[src/rtl/laser_cover_counter.sv]
// laser_cover_counter
//
// Target buffer and coverage-count engine for the LASER center search.
// After reset it captures NUM_PTS target points. For each candidate center
// it then evaluates PAR targets per cycle, counts the targets that lie
// within the laser radius, and builds a per-target hit bitmap.
//
// Optional feature macro: LASER_EXCL_EN
//   When defined, the excl_mask input exists. Excluded targets are never
//   counted and never reported in cov_mask. The mask is captured with start
//   and held for the whole count.
//
// Ports:
//   CLK        clock; all logic on the rising edge
//   RST        synchronous active-low reset
//   X, Y       target coordinates (unsigned 0..15), qualified by in_valid
//   in_valid   X/Y hold a target this cycle (ignored once load_done is set)
//   load_done  all NUM_PTS targets stored; held until reset
//   start      request a count for cx/cy (accepted in READY and DONE only)
//   cx, cy     candidate center coordinates (unsigned 0..15)
//   busy       count in progress
//   cnt_valid  one-cycle pulse; cnt and cov_mask are final
//   cnt        number of hits, 0..NUM_PTS
//   cov_mask   bit i set when target i is hit
//   excl_mask  (LASER_EXCL_EN only) bit i set means target i is never counted
//   dbg_state  current FSM state: 0 LOAD, 1 READY, 2 COUNT, 3 DONE
//
// Handshake: start is a single-cycle request sampled on a rising edge; it is
// taken only when the engine is in READY or DONE. busy rises after the edge
// that accepts start and falls in the cnt_valid cycle. cnt/cov_mask change
// only in the cnt_valid cycle and hold their values otherwise.

module laser_cover_counter #(
  parameter int NUM_PTS   = 40,
  parameter int PAR       = 4,
  parameter int RADIUS_SQ = 16
) (
  input  logic                             CLK,
  input  logic                             RST,
  input  logic [3:0]                       X,
  input  logic [3:0]                       Y,
  input  logic                             in_valid,
  output logic                             load_done,
  input  logic                             start,
  input  logic [3:0]                       cx,
  input  logic [3:0]                       cy,
  output logic                             busy,
  output logic                             cnt_valid,
  output logic [$clog2(NUM_PTS+1)-1:0]     cnt,
  output logic [NUM_PTS-1:0]               cov_mask,
`ifdef LASER_EXCL_EN
  input  logic [NUM_PTS-1:0]               excl_mask,
`endif
  output logic [1:0]                       dbg_state
);

  localparam int NB = NUM_PTS / PAR;
  localparam int BW = (NB > 1) ? $clog2(NB) : 1;
  localparam int PW = (NUM_PTS > 1) ? $clog2(NUM_PTS) : 1;
  localparam int CW = $clog2(NUM_PTS + 1);

  localparam logic [8:0]    R9     = 9'(RADIUS_SQ);
  localparam logic [PW-1:0] LAST_P = PW'(NUM_PTS - 1);
  localparam logic [BW-1:0] LAST_B = BW'(NB - 1);

  typedef enum logic [1:0] {
    S_LOAD  = 2'd0,
    S_READY = 2'd1,
    S_COUNT = 2'd2,
    S_DONE  = 2'd3
  } state_t;

  state_t          state;
  logic [PW-1:0]   wr_ptr;
  logic [BW-1:0]   bidx;
  logic [3:0]      cx_r;
  logic [3:0]      cy_r;
  logic [CW-1:0]   acc;
  logic [NUM_PTS-1:0] mask_acc;
`ifdef LASER_EXCL_EN
  logic [NUM_PTS-1:0] excl_r;
`endif

  // Target storage: contents are don't-care after reset, so no reset here.
  logic [3:0] buf_x [NUM_PTS];
  logic [3:0] buf_y [NUM_PTS];

  // Per-batch evaluation scratch
  logic [PW-1:0]      ti;
  logic [3:0]         tx, ty;
  logic [4:0]         dx, dy, ndx, ndy;
  logic [3:0]         adx, ady;
  logic [7:0]         sqx, sqy;
  logic [8:0]         dsum;
  logic               hit;
  logic [CW-1:0]      batch_hits;
  logic [NUM_PTS-1:0] batch_mask;
  logic [CW-1:0]      acc_next;
  logic [NUM_PTS-1:0] mask_next;

  assign dbg_state = state;

  // Evaluate targets bidx*PAR .. bidx*PAR+PAR-1 against the latched center.
  // Differences are formed on zero-extended 5-bit operands; the magnitude is
  // taken explicitly so a negative offset can never square as a large value.
  always_comb begin
    ti         = '0;
    tx         = '0;
    ty         = '0;
    dx         = '0;
    dy         = '0;
    ndx        = '0;
    ndy        = '0;
    adx        = '0;
    ady        = '0;
    sqx        = '0;
    sqy        = '0;
    dsum       = '0;
    hit        = 1'b0;
    batch_hits = '0;
    batch_mask = '0;
    for (int p = 0; p < PAR; p++) begin
      ti   = PW'(PW'(bidx) * PW'(PAR)) + PW'(p);
      tx   = buf_x[ti];
      ty   = buf_y[ti];
      dx   = {1'b0, tx} - {1'b0, cx_r};
      dy   = {1'b0, ty} - {1'b0, cy_r};
      ndx  = 5'd0 - dx;
      ndy  = 5'd0 - dy;
      adx  = dx[4] ? ndx[3:0] : dx[3:0];
      ady  = dy[4] ? ndy[3:0] : dy[3:0];
      sqx  = {4'd0, adx} * {4'd0, adx};
      sqy  = {4'd0, ady} * {4'd0, ady};
      dsum = {1'b0, sqx} + {1'b0, sqy};
      hit  = (dsum <= R9);
`ifdef LASER_EXCL_EN
      hit  = hit & ~excl_r[ti];
`endif
      batch_mask[ti] = hit;
      batch_hits     = batch_hits + CW'(hit);
    end
    acc_next  = acc + batch_hits;
    mask_next = mask_acc | batch_mask;
  end

  always_ff @(posedge CLK) begin
    if (RST && state == S_LOAD && in_valid) begin
      buf_x[wr_ptr] <= X;
      buf_y[wr_ptr] <= Y;
    end
  end

  always_ff @(posedge CLK) begin
    if (!RST) begin
      state     <= S_LOAD;
      wr_ptr    <= '0;
      bidx      <= '0;
      cx_r      <= '0;
      cy_r      <= '0;
      acc       <= '0;
      mask_acc  <= '0;
      load_done <= 1'b0;
      busy      <= 1'b0;
      cnt_valid <= 1'b0;
      cnt       <= '0;
      cov_mask  <= '0;
`ifdef LASER_EXCL_EN
      excl_r    <= '0;
`endif
    end else begin
      cnt_valid <= 1'b0;
      case (state)
        S_LOAD: begin
          if (in_valid) begin
            wr_ptr <= wr_ptr + 1'b1;
            if (wr_ptr == LAST_P) begin
              state     <= S_READY;
              load_done <= 1'b1;
            end
          end
        end
        // DONE behaves like READY for start so counts can run back-to-back.
        S_READY, S_DONE: begin
          if (start) begin
            cx_r     <= cx;
            cy_r     <= cy;
            bidx     <= '0;
            acc      <= '0;
            mask_acc <= '0;
            busy     <= 1'b1;
            state    <= S_COUNT;
`ifdef LASER_EXCL_EN
            excl_r   <= excl_mask;
`endif
          end else begin
            state <= S_READY;
          end
        end
        S_COUNT: begin
          acc      <= acc_next;
          mask_acc <= mask_next;
          if (bidx == LAST_B) begin
            // Last batch: publish the totals including this batch.
            state     <= S_DONE;
            busy      <= 1'b0;
            cnt_valid <= 1'b1;
            cnt       <= acc_next;
            cov_mask  <= mask_next;
          end else begin
            bidx <= bidx + 1'b1;
          end
        end
        default: state <= S_LOAD;
      endcase
    end
  end

endmodule

[config.mk]
export PLATFORM = sky130hd
export DESIGN_NAME = laser_cover_counter
export DESIGN_NICKNAME = d
export VERILOG_FILES = /design/src/rtl/laser_cover_counter.sv
export SDC_FILE = /design/constraint.sdc
export NUM_CORES = 1
export LEC_CHECK = 0
export ABC_AREA = 1
export BUFFER_PORTS_ARGS = -buffer_cell sky130_fd_sc_hd__buf_2
export CELL_PAD_IN_SITES_DETAIL_PLACEMENT = 2
export CELL_PAD_IN_SITES_GLOBAL_PLACEMENT = 2
export CORE_MARGIN = 4
export CORE_UTILIZATION = 37
export CTS_CLUSTER_SIZE = 16
export DETAILED_ROUTE_END_ITERATION = 10
export PLACE_DENSITY_LB_ADDON = 0.1
export REMOVE_ABC_BUFFERS = 1
export SYNTH_ARGS = -nofsm -noshare
export SYNTH_HDL_FRONTEND = slang
export SYNTH_SLANG_ARGS = --single-unit
[constraint.sdc]
create_clock -name CLK -period 7.1 [get_ports CLK]
set_clock_uncertainty 0.2 [all_clocks]
set_input_delay 0 -clock CLK [delete_from_list [all_inputs] [get_ports CLK]]
set_output_delay 0 -clock CLK [all_outputs]
set_load 0.02 [all_outputs]
==> metrics.md <==
| Metric | Value |
|---|---|
| EDFF count, synth | `320` |
| Final setup viols | `14` |
| Port Buffer Count | `70` |
| Endpoint type of the worst setup path | `flip-flop` |
| Startpoint types | `flip-flop` |
| # IOs | `71` |
| HP Start | `RST` |
| CP max stage cell | `fa_1` |
| Syn Inst Count | `2158` |
| H-tree Lvls | `2` |
| Seq cells post-synth | `~440` |
| FFs w/ async S/R, synth | `0%` |
| WHS Path Cells | `3` |
| Initial Util | `~37%` |
| Final period util | `113.9%` |
| Worst Path Class, Setup | `flip-flop to flip-flop` |
| Initial antenna violation count | `4` |
| Top_reg_cell synth | `edfxtp_1` |
| Maxcap violations | `0` |
| Via density | `between 5 and 6` |
| Number of cells on the critical path | `38` |
| Worst Reg2Reg Path Length in Cells | `38` |
| Flop2flop setup slack | `-0.99 ns` |
| Combined area of the multi-input logic cells | `roughly 9000 um^2` |
| Hold endpoint | `buf_x[11][3]` |
| R2R Path End | `acc[4]` |
| Full die area | `about 62000 um^2` |
| RSZ-0062 raised after global routing | `true` |
| Peak supply drop | `0.2258 mV` |
| Largest net degree at the start of global routing | `52` |
| Grt met1 use | `between 20% and 30%` |
| Antenna-violating nets left | `0` |
| Worst hold path type | `input pin to flip-flop` |
| Initial DRT Pass Iterations | `5` |
| Crit path buffers/inverters | `11` |
| DR WL/cell | `23.16 um` |
| Core Rows | `88` |
| Status | `finished, violations left` |
| Placed Cells | `3124` |
| Register area share after synthesis | `between 50% and 60%` |
| DIE HEIGHT | `249.6 um` |
| Hold violation total from the final report | `0` |
| Hpwl dp | `50.65 mm` |
| WP data required | `around 7.4 ns` |
| Total GRT Usage | `22.94%` |
| Setup TNS | `-10.00 ns` |
| Setup WS post-layout | `-0.9872 ns` |
| Leak | `approximately 0.011 uW` |
| Clk slew on worst S/H paths | `0.06 ns` |
| Core Box Area | `57810 um^2` |
| Final #Nets | `approximately 2700` |
| TritonCTS buffer count | `49` |
| Critical Path Fanout Max | `8` |
| Worst r2r src | `bidx[0]` |
| Vias in the first global route | `between 15000 and 20000` |
| Cell Count, Final, Fillers Out | `3305` |
| Ys Warns | `0` |
| DR DRC count | `0` |
| Met3 Use GR | `2.751%` |
| GR peak layer | `met2` |
| Root Driver | `clkbuf_16` |
| Clock Path Buffers | `3` |
| Hold_ws | `0.1023 ns` |
| Final wirelength | `76.56 mm` |
| Power per standard cell area | `228.8 nW/um^2` |
| Post-Place Setup Slack | `-1.372 ns` |
| Area growth, synth to finish | `28.11%` |
| Average cell area after synthesis | `10.01 um^2` |
| Fmax achieved | `0.1237 GHz` |
| Failing checks | `negative setup slack` |
| Min Tclk post-route | `8.087 ns` |
| First-pass GRT wire length | `111.9 mm` |
| Register area | `between 10000 and 15000 um^2` |
| Commonest non-fill, non-tap cells in the layout | `edfxtp_1 (320), nand2_1 (312), nor2_1 (265)` |
| Slew @ Worst Pin | `1.137 ns` |
| ANT cells | `0` |
| Met2 Use GR | `41.83%` |
| Slew headroom | `between 20% and 30%` |
| Crit path from | `bidx[0]` |
| Crit path DAT | `8.41 ns` |
| Fraction of layout instances using a drive strength above 1 | `23.86%` |
| Largest stage delay, worst path | `0.53 ns` |
| Clk Latency, worst-skew pair | `0.62 ns` |
| Top delay family on crit path | `adder cells` |
| CTS tree | `built` |
| 1st-iter DRT viols | `between 900 and 1000` |
| Synthesized area | `21600 um^2` |
| CTS Sinks | `439` |
| Commonest non-fill, non-tap cell in the layout | `edfxtp_1` |
| Die X | `249.6 um` |
| Remaining global-route overflow | `0` |
| Slew Limit Fails | `0` |
| Fill count | `6017` |
| Cell variety after synth | `39` |
| Total number of vias | `around 17000` |
| Routability cong. | `roughly 0.80` |
-- flip-flops by register name, indices dropped and copies added, names as in the netlist, named ones only --
register,flops
acc,6
bidx,4
buf_x,160
buf_y,160
busy,1
cnt,6
cnt_valid,1
cov_mask,40
cx_r,4
cy_r,4
dbg_state,2
load_done,1
mask_acc,40
wr_ptr,6
-- power by group --
part	switching, uW	leakage (uW)	internal, uW
Clock	1110	0.000746	1380
Sequential	3.44	0.00384	2750
Combinational	640	0.00665	449
Total	1750	0.0112	4580
-- synth_stat cells (5+ instances only) --
cell	instances	area, um^2
nand4_1	40	250.2
edfxtp_1	320	9609
dfxtp_1	119	2382
a21oi_1	89	445.4
o221ai_1	6	52.55
buf_2	25	125.1
clkbuf_1	56	210.2
or2_2	8	50.05
o22ai_1	56	350.3
o21ai_0	232	1161
ha_1	114	1426
inv_2	5	18.77
nor3_1	22	110.1
inv_1	240	900.9
mux2i_1	9	90.09
xor2_1	23	201.4
xnor2_1	9	78.83
o21bai_1	8	60.06
nand3_1	38	190.2
nand2_1	329	1235
fa_1	55	1101
nor2_1	300	1126
o211ai_1	21	157.7
-- worst max-delay path by stage --
stage,end,slack [ns]
floorplan,acc[5],-4.44
global placement,acc[5],-1.06
detailed placement,acc[5],-1.37
CTS,acc[5],-1.01
global route,acc[5],-1.35
finish,acc[4],-0.99
-- area by class of cell --
type	count	area share (%)
Timing Repair Buffer	379	11.59
Clock buffer	65	4.747
Tap cell	765	3.458
Inverter	245	3.359
Clock inverter	26	0.7821
Multi-Input combinational cell	1386	32.69
Sequential cell	439	43.37
-- logic make-up (layout without fill, tap and decap cells) --
| family | after synthesis | in the layout | share of synthesized area [%] |
|---|---|---|---|
| AO/OA/AOI/OAI | 433 | 433 | 11.05 |
| XOR/XNOR | 32 | 32 | 1.297 |
| AND/OR/NAND/NOR | 743 | 743 | 13.96 |
| flip-flops | 439 | 439 | 55.50 |
| adder cells (fa/ha/maj) | 169 | 169 | 11.70 |
| buffers and inverters | 333 | 715 | 6.069 |
| multiplexers | 9 | 9 | 0.4170 |
-- worst register-to-register path: cells and delay by family, from the launching register on --
kind / cells / cell delay [ns]
and+or+nand+nor: 8 / 0.74
buffers and inverters: 11 / 1.19
DFF: 1 / 0.38
AOI/OAI and AO/OA: 8 / 1.31
xor gates and xnor gates: 1 / 0.23
adders and majority gates: 10 / 3.97
-- what timing repair did --
| action | 4_1_cts | 5_1_grt |
|---|---|---|
| gates resized for setup | 118 | 181 |
| hold endpoints to repair | 340 | 0 |
| hold buffers | 37 | 0 |
| pin swaps | 53 | 108 |
| setup endpoints to repair | 52 | 66 |
| gates cloned | 3 | 6 |
| setup buffers | 19 | 30 |
-- routing by layer --
layer  wire [um]  vias up
met5         141        -
met3        2305      114
met4        2314        4
met2       39980      287
met1       31820     8832
li1            -     8028
-- per-stage QoR --
step                      util [%]  instance area, um^2  power (uW)
after CTS                    46.32                26780        6258
after detailed placement     42.12                24350        3718
after global routing         47.88                27680        6624
after floorplan                  -                21210        3314
after global placement       42.12                24350        3666
final                        47.88                27680        6332
Note: power is estimated with default switching activity, not from simulation.
